==> src/rtl/data_register_arbiter_if.sv <==
// Write-port bundle between the requesters and the data_register_arbiter.
// master = requester side, slave = arbiter side.
interface data_register_arbiter_if #(
    parameter int N_REQ  = 4,
    parameter int DATA_W = 32
);
    localparam int ID_W = $clog2(N_REQ);

    logic [N_REQ-1:0]        req;
    logic [N_REQ-1:0]        lock;
    logic [N_REQ*DATA_W-1:0] wdata;
    logic [N_REQ-1:0]        gnt;
    logic [N_REQ-1:0]        ack;
    logic                    reg_we;
    logic [DATA_W-1:0]       reg_wdata;
    logic                    busy;
    logic [ID_W-1:0]         grant_id;

    modport master (
        output req, lock, wdata,
        input  gnt, ack, reg_we, reg_wdata, busy, grant_id
    );

    modport slave (
        input  req, lock, wdata,
        output gnt, ack, reg_we, reg_wdata, busy, grant_id
    );
endinterface

==> src/rtl/data_register_arbiter.sv <==
// Round-robin write-port arbiter sharing one falling-edge data_register among N_REQ requesters.
// Define ARB_TIMEOUT_EN to bound locked bursts to MAX_HOLD+1 consecutive writes.
module data_register_arbiter #(
    parameter int N_REQ    = 4,
    parameter int DATA_W   = 32,
    parameter int MAX_HOLD = 8
) (
    input  logic                   clock,
    input  logic                   reset,
    data_register_arbiter_if.slave bus
);
    localparam int ID_W = $clog2(N_REQ);
    localparam logic [ID_W-1:0] LAST_ID = ID_W'(N_REQ - 1);

    if (N_REQ < 2 || N_REQ > 8 || MAX_HOLD < 1) begin : g_bad_params
        $error("data_register_arbiter: unsupported N_REQ or MAX_HOLD");
    end

    typedef enum logic [1:0] {IDLE, GRANT, HOLD} state_t;

    state_t            state;
    logic [N_REQ-1:0]  gnt_reg;
    logic [ID_W-1:0]   id_reg;
    logic [ID_W-1:0]   ptr;
    logic [ID_W-1:0]   pick;
    logic              busy;
    logic              keep;
    logic              timeout;
    logic              we;

`ifdef ARB_TIMEOUT_EN
    localparam int CNT_W = $clog2(MAX_HOLD + 1);
    logic [CNT_W-1:0] hold_cnt;
    assign timeout = (state == HOLD) && (hold_cnt == CNT_W'(MAX_HOLD - 1));
`else
    assign timeout = 1'b0;
`endif

    // First requester at or above start, wrapping at N_REQ-1.
    function automatic logic [ID_W-1:0] rr_pick(input logic [N_REQ-1:0] r,
                                                input logic [ID_W-1:0]  start);
        logic [ID_W-1:0] sel;
        logic            found;
        int              idx;
        sel   = '0;
        found = 1'b0;
        for (int i = 0; i < N_REQ; i++) begin
            idx = (int'(start) + i) % N_REQ;
            if (!found && r[idx]) begin
                sel   = ID_W'(idx);
                found = 1'b1;
            end
        end
        return sel;
    endfunction

    function automatic logic [ID_W-1:0] next_id(input logic [ID_W-1:0] w);
        return (w == LAST_ID) ? '0 : w + 1'b1;
    endfunction

    function automatic logic [N_REQ-1:0] one_hot(input logic [ID_W-1:0] w);
        return {{(N_REQ-1){1'b0}}, 1'b1} << w;
    endfunction

    assign pick = rr_pick(bus.req, ptr);
    assign busy = (state != IDLE);
    assign keep = busy && bus.lock[id_reg] && bus.req[id_reg] && !timeout;

    always_ff @(posedge clock or posedge reset) begin
        if (reset) begin
            state   <= IDLE;
            gnt_reg <= '0;
            id_reg  <= '0;
            ptr     <= '0;
`ifdef ARB_TIMEOUT_EN
            hold_cnt <= '0;
`endif
        end else if (keep) begin
            state <= HOLD;
`ifdef ARB_TIMEOUT_EN
            hold_cnt <= (state == HOLD) ? hold_cnt + 1'b1 : '0;
`endif
        end else if (|bus.req) begin
            // ptr already sits past the previous winner, so it re-wins only when alone.
            state   <= GRANT;
            gnt_reg <= one_hot(pick);
            id_reg  <= pick;
            ptr     <= next_id(pick);
`ifdef ARB_TIMEOUT_EN
            hold_cnt <= '0;
`endif
        end else begin
            state   <= IDLE;
            gnt_reg <= '0;
            id_reg  <= '0;
`ifdef ARB_TIMEOUT_EN
            hold_cnt <= '0;
`endif
        end
    end

    // A winner that drops req inside its cycle suppresses the write.
    assign we            = busy && bus.req[id_reg];
    assign bus.reg_we    = we;
    assign bus.ack       = we ? (gnt_reg & bus.req) : '0;
    assign bus.reg_wdata = bus.wdata[int'(id_reg)*DATA_W +: DATA_W];
    assign bus.gnt       = gnt_reg;
    assign bus.busy      = busy;
    assign bus.grant_id  = id_reg;

endmodule

==> src/flat_wrapper.sv <==
// flat-port wrapper written by rule: the top's interface ports become plain ports
module data_register_arbiter_flat 
#(
    parameter int N_REQ    = 4,
    parameter int DATA_W   = 32,
    parameter int MAX_HOLD = 8
)
  (clock, reset, bus_req, bus_lock, bus_wdata, bus_gnt, bus_ack, bus_reg_we, bus_reg_wdata, bus_busy, bus_grant_id);
  data_register_arbiter_if #(.N_REQ(N_REQ), .DATA_W(DATA_W)) bus_i ();
  input  logic clock;
  input  logic reset;
  input wire logic [$bits(bus_i.req)-1:0] bus_req;
  input wire logic [$bits(bus_i.lock)-1:0] bus_lock;
  input wire logic [$bits(bus_i.wdata)-1:0] bus_wdata;
  output wire logic [$bits(bus_i.gnt)-1:0] bus_gnt;
  output wire logic [$bits(bus_i.ack)-1:0] bus_ack;
  output wire logic [$bits(bus_i.reg_we)-1:0] bus_reg_we;
  output wire logic [$bits(bus_i.reg_wdata)-1:0] bus_reg_wdata;
  output wire logic [$bits(bus_i.busy)-1:0] bus_busy;
  output wire logic [$bits(bus_i.grant_id)-1:0] bus_grant_id;
  assign bus_i.req = bus_req;
  assign bus_i.lock = bus_lock;
  assign bus_i.wdata = bus_wdata;
  assign bus_gnt = bus_i.gnt;
  assign bus_ack = bus_i.ack;
  assign bus_reg_we = bus_i.reg_we;
  assign bus_reg_wdata = bus_i.reg_wdata;
  assign bus_busy = bus_i.busy;
  assign bus_grant_id = bus_i.grant_id;
  data_register_arbiter #(.N_REQ(N_REQ), .DATA_W(DATA_W), .MAX_HOLD(MAX_HOLD)) u_core (.clock(clock), .reset(reset), .bus(bus_i));
endmodule
==> config.mk <==
export PLATFORM = sky130hd
export DESIGN_NAME = data_register_arbiter_flat
export DESIGN_NICKNAME = d
export VERILOG_FILES = /design/src/rtl/data_register_arbiter_if.sv /design/src/rtl/data_register_arbiter.sv /design/src/flat_wrapper.sv
export SDC_FILE = /design/constraint.sdc
export NUM_CORES = 1
export LEC_CHECK = 0
export ABC_AREA = 1
export CAP_MARGIN = 10
export CORE_MARGIN = 4
export CORE_UTILIZATION = 29
export CTS_CLUSTER_DIAMETER = 60
export DETAILED_ROUTE_END_ITERATION = 12
export PLACE_DENSITY = 0.82
export SYNTH_ARGS = -nofsm -noshare
export SYNTH_HDL_FRONTEND = slang
export SYNTH_SLANG_ARGS = --single-unit
==> constraint.sdc <==
create_clock -name clock -period 1.8 [get_ports clock]
set_input_delay 0.36 -clock clock [delete_from_list [all_inputs] [get_ports clock]]
set_output_delay 0.36 -clock clock [all_outputs]
set_load 0.02 [all_outputs]
=== Yosys cells after proc, flatten, opt, wreduce, memory -nomap -nowiden ===
Index checks and enable logic that the tools add are counted.

* Shifts and indexed selects: 2
* Bitwise logic cells: 5
* Magnitude comparators: 5
* Multiply operators: 0
* $add $sub $neg: 4
* Multiplexer cells: 28
* Equality and inequality tests: 1
* Div/mod/pow operators: 0
* Reduce and logical (&&, ||, !) cells: 15

{| class="wikitable"
|+ Operators by type and width
! kind !! count
|-
| 128-bit by 8-bit variable part select with 32-bit output || 1
|-
| 2-bit 2-to-1 mux || 7
|-
| 1-bit 2-to-1 mux || 13
|-
| 1-bit binary-select mux with 2-bit select || 6
|-
| 3-bit by 4-bit < comparator with 1-bit output, second input constant || 3
|-
| 4-bit 2-to-1 mux || 2
|-
| 1-bit logical AND || 6
|-
| 2-bit by 3-bit < comparator with 1-bit output, second input constant || 2
|-
| 2-bit OR reduction || 3
|-
| 2-bit by 1-bit adder with 2-bit output, second input constant || 2
|-
| 2-bit adder, second input constant || 2
|-
| 4-bit bitwise AND || 1
|-
| 4-bit OR reduction || 1
|-
| 1-bit by 2-bit << shifter with 4-bit output, first input constant || 1
|-
| 1-bit bitwise AND, first input constant || 3
|-
| 1-bit logical NOT || 3
|-
| 2-bit == test, second input constant || 1
|-
| 2-bit AND reduction || 1
|-
| 2-bit nonzero test || 1
|-
| 1-bit inverter || 1
|}

* Bits in writable memories: 0
* Bits of input ports: 138
* Memories: 0
* Word-level logic and storage cells: 64
* Bits in read-only memories: 0
* Bits in registers: 10
* Bits in latches: 0

=== Longest topological paths before layout ===
Gate-level depths: netlist (run 1).

* Word-level depth: 16
* Mapped depth: 13
* Mapped depth without buffers: 13

=== Worst setup path after synthesis (run 1) ===
Ideal clock, no wire load.

* Path kind: flip-flop to output port
* Start: reg u_core.id_reg[0], in the netlist u_core.bus.grant_id[0]
* End: out bus_reg_wdata[12]
* Slack: -0.165 ns
* Buffers on the path: 2
* Arrival time: 1.605 ns
* Stages on the path, launching flop included: 6
* Path through: dfrtp_1 -> inv_1 -> clkbuf_1 -> clkbuf_1 -> nor2_1 -> o22ai_1

* Longest elaborated chain between the ends: 1

{| class="wikitable"
|+ Ends and longest elaborated chain
! element !! RTL line !! text
|-
| start, declared || data_register_arbiter.sv:23 || <nowiki>logic [ID_W-1:0] id_reg;</nowiki>
|-
| start signal, assigned || data_register_arbiter.sv:87 || <nowiki>id_reg <= pick;</nowiki>
|-
| 128-bit by 8-bit variable part select with 32-bit output || data_register_arbiter.sv:106 || <nowiki>assign bus.reg_wdata = bus.wdata[int'(id_reg)*DATA_W +: DATA_W];</nowiki>
|-
| end, declared || flat_wrapper.sv:18 || <nowiki>output wire logic [$bits(bus_i.reg_wdata)-1:0] bus_reg_wdata;</nowiki>
|}

Every way passes these cells.

=== Worst setup path after layout (run 1) ===
* Start: reg u_core.id_reg[1], in the netlist u_core.bus.grant_id[1]
* End: out bus_reg_wdata[3]

The elaborated chain is that of the path after synthesis.

==> metrics.md, run 1 <==
| Metric | Value |
|---|---|
| Reg power frac | `0.066` |
| Dpl cells | `between 500 and 600` |
| Layout cell share with drive strength beyond 1 | `0.3006` |
| Setup ws final | `-93.98 ps` |
| PD cells | `~1700 nW/um2` |
| Startpoint Class | `flop` |
| Cell chosen for the clock root | `clkbuf_8` |
| Switching power total | `0.003691 W` |
| Routability Congestion | `0.9675` |
| Register area share after synthesis | `0.1468` |
| CP max FO | `24` |
| Vias in the first global route | `2926` |
| Vias | `2906` |
| Critical Path AT | `1530 ps` |
| Unique masters post-synth | `25` |
| Mapped Nets | `445` |
| Pwr Total | `0.006802 W` |
| Worst Skew | `1.566 ps` |
| First-pass GRT wire length | `14100 um` |
| Slew headroom | `0.7295` |
| Clock latency on the worst-skew pair | `240 ps` |
| CTS clk-pin slew, worst paths | `50 ps` |
| Post-DP HPWL | `7236 um` |
| Crit path buffers/inverters | `2` |
| Critical Path Stages | `4` |
| ANT nets after route | `0` |
| Status | `complete, but fails checks` |
| Max incr delay on CP | `400 ps` |
| FMAX | `528.0 MHz` |
| Initial Util | `0.3039` |
| Final Non-Filler Cells | `about 570` |
| Initial antenna violation count | `0` |
| Final-report hold violation count | `0` |
| Gate power share | `0.892` |
| Die Area | `7166 um2` |
| TritonCTS buffer count | `3` |
| Crit-path cells | `buf_4 -> o21ai_1 -> o22ai_2 -> clkdlybuf4s15_2` |
| Via/cell ratio | `5.089` |
| Hold Path Class | `primary input to async pin` |
| CTS max path bufs | `2` |
| Cells after Synth | `307` |
| WHS | `406.2 ps` |
| # IOs | `182` |
| H-tree levels | `1` |
| Violated checks | `negative setup slack` |
| Port Buf Inserts | `181` |
| Tcrit/Tclk final | `1.052` |
| R2R Path Start | `u_core.bus.grant_id[0]$_DFFE_PP0N_` |
| Area grow syn2layout | `138.5%` |
| Synth Register Bits | `10` |
| Worst Tran Pin Value | `~400 ps` |
| Top FF cell, synth | `dfrtp_1` |
| Worst Setup End Kind | `output pin` |
| Initial DRT Pass Iterations | `4` |
| Die width | `84.66 um` |
| Routed WL per cell | `16.09 um` |
| Worst path required time | `approximately 1400 ps` |
| Internal | `0.003111 W` |
| # setup viols final | `17` |
| Syn Std Cell Area | `1704 um2` |
| Row count | `27` |
| ANT cells | `0` |
| Largest register FFs | `4` |
| Largest net degree at the start of global routing | `28` |
| Syn Area/Cell | `5.551 um2` |
| # clock sinks | `10` |
| Wirelength, routed | `a little over 9000 um` |
| Switch share | `0.5427` |
| Core area | `approximately 5600 um2` |
| Final Slew Violations | `0` |
| Worst VDD drop | `0.0009747 V` |
| Max Cap Viol | `0` |
| Unrepaired setup endpoints after global routing | `yes` |
| DRT iter0 DRCs | `101` |
| Crit path max-delay family | `buffers and inverters` |
| Clk pwr share | `0.041` |
| Fin crit period | `1894 ps` |
| Async SR Flop Fraction | `1.000` |
| Gr usage total | `0.2386` |
| Slowest CP cell | `dfrtp_1` |
| Die height | `84.66 um` |
| DRC errors left | `0` |
| Setup crit start | `u_core.bus.grant_id[1]$_DFFE_PP0N_` |
| Pleak | `roughly 1.8 nW` |
| Worst R2R Path Depth | `12` |
| Path type of the worst setup path | `flop to output pin` |
| CTS tree | `yes` |
| YS warnings | `0` |
| Layout Nets | `638` |
| Post-synth EDFFs | `0` |
| Grt total ovfl | `0` |
## timing repair
item | 4_1_cts | 5_1_grt
setup endpoints to repair | 42 | 45
cloned | 1 | 0
hold buffers | 0 | 0
pin swaps | 5 | 4
buffers inserted | 2 | 2
resized for setup | 189 | 60
## metal layers
layer  vias to the layer above  wire [um]  global-route usage  part of all wire
met1                      1310       3451              0.2633              0.38
met5                         -          0                   0                 0
met3                        25        843             0.07458             0.092
li1                       1436          -                   -                 -
met4                         0        304             0.08921             0.033
met2                       135       4588              0.4256              0.50
## through the flow
step	TNS [ps]	area, um2	setup WS [ps]	util
2_1_floorplan	-353.6	1896	-117.9	-
3_3_place_gp	-12200	3918	-656.8	0.6986
3_5_place_dp	-13010	3918	-714.0	0.6986
4_1_cts	-1782	3978	-144.4	0.7093
5_1_grt	-3158	4065	-166.1	0.7249
6_report	-751.7	4065	-93.98	0.7249
## cell type report
cell class              count  area (um2)
fillers                   480        1543
well taps                  72       90.09
clock buffers               4       55.05
flip-flops and latches     10       251.5
multi-input cells         256        1562
repair buffers            210        2031
inverters                  19       76.32
## final timing paths
kind,slack (ps),end
setup / recovery,-90,bus_reg_wdata[3]
hold / removal,410,u_core.bus.gnt[0]$_DFFE_PP0N_
setup reg to reg,40,u_core.bus.gnt[1]$_DFFE_PP0N_
hold reg to reg,530,u_core.bus.gnt[3]$_DFFE_PP0N_
max in group asynchronous,1080,u_core.bus.grant_id[0]$_DFFE_PP0N_
min in group clock,530,u_core.bus.gnt[3]$_DFFE_PP0N_
## power by group through the flow
stage / combinational (W) / clock, W / sequential (W)
after floorplan: 0.00347 / 0 / 0.000478
after global placement: 0.00574 / 0 / 0.000438
after global routing: 0.00653 / 0.000305 / 0.000466
after CTS: 0.00580 / 0.000289 / 0.000442
final: 0.00607 / 0.000282 / 0.000450
after detailed placement: 0.00585 / 0 / 0.000440
## synth_stat cells (4+ instances only)
cell type / instances / area [um2]
nand2_1: 39 / 146.4
inv_1: 16 / 60.06
nand2_2: 10 / 62.56
o22ai_1: 32 / 200.2
buf_2: 4 / 20.02
nand3_2: 5 / 50.05
o21ai_0: 72 / 360.4
nand2_4: 5 / 56.30
nor2_1: 70 / 262.8
clkbuf_1: 16 / 60.06
dfrtp_1: 10 / 250.2
## logic make-up after synthesis
family	synth area share
and+or+nand+nor	0.4031
AOI/OAI and AO/OA	0.3524
buffers and inverters	0.09765
DFF	0.1468
## placed cells by master (no fill, tap or decap), types with 4 or more instances in the layout
cell type | Yosys | routed
nand2_1 | 39 | 37
inv_1 | 16 | 14
o21ai_0 | 72 | 40
clkdlybuf4s50_1 | 0 | 137
buf_4 | 0 | 49
dfrtp_1 | 10 | 9
inv_2 | 3 | 4
nand2_4 | 5 | 6
nor2_2 | 2 | 5
buf_12 | 0 | 4
o21ai_1 | 3 | 27
o22ai_2 | 0 | 30
nor2_1 | 70 | 67
nand3_2 | 5 | 4
nand2_2 | 10 | 11
o21ai_2 | 1 | 9
clkbuf_8 | 0 | 4
buf_2 | 4 | 4
dlygate4sd2_1 | 0 | 4
clkdlybuf4s15_2 | 0 | 5
No activity file was read; power rests on OpenSTA's default activity.
==> run 2: changes to the inputs <==
Clock period 1.8 ns to 2.1 ns, I/O delays scaled along.
==> run 2 against run 1 <==
Compared with the run above: the flow now finishes without violations; clock skew hardly changed; combinational power is 29% lower; critical path depth is 3 higher; register-to-register slack better by 320 ps; critical endpoint is now bus_ack[3]; largest cell class unchanged.
==> metrics.md, run 2 (synthesis gave the netlist of run 1 again) <==
| Metric | Value |
|---|---|
| Status | `complete, no violations` |
| CTS tree | `yes` |
| Worst Setup End Kind | `output pin` |
| Worst Tran Pin Value | `362.4 ps (-42.83 ps)` |
| Core area | `5608 um2 (unchanged)` |
| Largest register FFs | `4 (unchanged)` |
| # clock sinks | `10 (unchanged)` |
| Utilization after layout | `0.6488 (-0.07608)` |
| Path type of the worst setup path | `primary input to output pin` |
| Routed WL per cell | `15.30 um (-4.9%)` |
| CP max FO | `4 (-83%)` |
| PD cells | `1351 nW/um2 (-19%)` |
| CTS clk-pin slew, worst paths | `50 ps (about the same)` |
| Area after DPL | `3690 um2 (-5.8%)` |
| Cell chosen for the clock root | `clkbuf_8` |
| Startpoint Class | `primary input` |
| Initial Util | `0.3039 (unchanged)` |
| Via/cell ratio | `4.973 (-2.3%)` |
| Post-CTS Hold Fix Bufs | `0 (unchanged)` |
| Vias in the first global route | `2825 (-3.5%)` |
| Gr usage total | `0.2308 (-0.007737)` |
| Setup ws final | `77.21 ps (+171.2 ps)` |
| Grt total ovfl | `0 (unchanged)` |
| Crit path max-delay family | `buffers and inverters` |
| # setup viols final | `0 (-17)` |
| Layout cell share with drive strength beyond 1 | `0.2033 (-0.09735)` |
| CTS max path bufs | `2 (unchanged)` |
| WHS | `469.1 ps (+62.98 ps)` |
| ANT cells | `0 (unchanged)` |
| First-pass GRT wire length | `13610 um (-3.4%)` |
| Wirelength, routed | `8632 um (-6.1%)` |
| Final Slew Violations | `0 (unchanged)` |
| Tcrit/Tclk final | `0.9632` |
| Layout Nets | `631 (-1.1%)` |
| ANT nets after route | `0 (unchanged)` |
| Reg area | `251.5 um2 (unchanged)` |
| Worst VDD drop | `0.0006950 V (-29%)` |
| Final Non-Filler Cells | `564 (-1.2%)` |
| Max incr delay on CP | `510 ps (+110 ps)` |
| FILL cells | `520 (+8.3%)` |
| DRC errors left | `0 (unchanged)` |
| Fin crit period | `between 2000 and 2500 ps` |
| Area grow syn2layout | `113.5%` |
| Routability Congestion | `0.8963 (-7.4%)` |
| DRT iter0 DRCs | `99 (-2.0%)` |
| Initial DRT Pass Iterations | `4 (unchanged)` |
| Dpl cells | `557 (-0.89%)` |
| Post-route cell area | `3638 um2 (-10%)` |
| Crit path buffers/inverters | `3 (+1)` |
| Slowest CP cell | `clkdlybuf4s50_1` |
| Die Area | `7166 um2 (unchanged)` |
| Post-DP HPWL | `7127 um (-1.5%)` |
| Crit-path cells | `clkdlybuf4s50_1 -> o21ai_1 -> nand2_1 -> nand2_2 -> buf_4 -> nor2_2 -> buf_4` |
| TritonCTS buffer count | `3 (unchanged)` |
| Critical Path AT | `1600 ps (+70 ps)` |
| Commonest non-fill, non-tap cell in the layout | `clkdlybuf4s50_1` |
| Hold Path Class | `primary input to async pin` |
| Die width | `84.66 um (unchanged)` |
| Initial antenna violation count | `0 (unchanged)` |
| Critical path's most frequent cell | `buf_4` |
| Final-report hold violation count | `0 (unchanged)` |
| Die height | `84.66 um (unchanged)` |
| Row count | `27 (unchanged)` |
| Multi-input logic area | `1310 um2 (-16%)` |
| Post-place setup slack | `-482.6 ps (+231.4 ps)` |
| Largest net degree at the start of global routing | `43 (+54%)` |
| Most frequent cells in the layout | `clkdlybuf4s50_1, o21ai_0, nor2_1, nand2_1, o22ai_1` |
| Worst Skew | `1.274 ps (-0.2926 ps)` |
| Unrepaired setup endpoints after global routing | `yes` |
| FMAX | `494.4 MHz` |
| Max Cap Viol | `0 (unchanged)` |
| H-tree levels | `1 (unchanged)` |
| Vias | `2805 (-3.5%)` |
| Clock latency on the worst-skew pair | `230 ps (about the same)` |
| Port Buf Inserts | `181 (unchanged)` |
| Slew headroom | `0.7581 (+0.02858)` |
| Pleak | `1.594 nW (-11%)` |
| # IOs | `182 (unchanged)` |
| Worst path required time | `1680 ps (+240 ps)` |
## run 2: changes by cell type in the layout (fill, tap and decap cells not counted), sizes merged
cell	before	now
buf	61	28
clkbuf	4	32
clkdlybuf4s50	137	142
dlygate4sd2	4	0
clkdlybuf4s15	6	3
## run 2: area by class of cell
type	count	area share
timing repair buffer	203	0.5113
multi-input combinational	256	0.3600
tap	72	0.02476
clock buffer	4	0.01513
sequential	10	0.06912
inverter	19	0.01960
## run 2: power by group
| group | switching (W) | total [W] | internal (W) |
|---|---|---|---|
| Sequential | 0.000102 | 0.000394 | 0.000292 |
| Combinational | 0.00263 | 0.00429 | 0.00166 |
| Clock | 0.0000737 | 0.000238 | 0.000165 |
## run 2: what timing repair did
item                       in CTS  in global routing
setup endpoints to repair      36                 32
resized for setup              63                 65
cloned                          0                  0
pin swaps                       1                  2
setup buffers                   1                  2
## run 2: path summary, 6_finish.rpt
path,slack [ps],depth (start not counted),from,end
min in group clock,550,2,u_core.bus.gnt[3]$_DFFE_PP0N_,u_core.bus.gnt[3]$_DFFE_PP0N_
min reg2reg,550,2,u_core.bus.gnt[3]$_DFFE_PP0N_,u_core.bus.gnt[3]$_DFFE_PP0N_
max reg2reg,360,12,u_core.ptr[0]$_DFFE_PP0P_,u_core.bus.gnt[0]$_DFFE_PP0N_
max in group asynchronous,1350,2,reset,u_core.bus.grant_id[0]$_DFFE_PP0N_
max,80,7,bus_req[0],bus_ack[3]
min,470,2,reset,u_core.bus.gnt[3]$_DFFE_PP0N_
## run 2: through the flow
stage / TNS, ps / power [W]
after floorplan: 0 / 0.003071
after global placement: -4050 / 0.004920
after detailed placement: -4495 / 0.004987
after CTS: -132.4 / 0.004976
after global routing: -19.27 / 0.005392
final: 0 / 0.004917
## run 2: per-layer routing
layer,up-vias,part of all wire,track usage
li1,1414,-,-
met1,1262,0.38,0.2484
met2,107,0.51,0.4135
met3,22,0.084,0.07851
met4,0,0.032,0.08921
met5,-,0,0
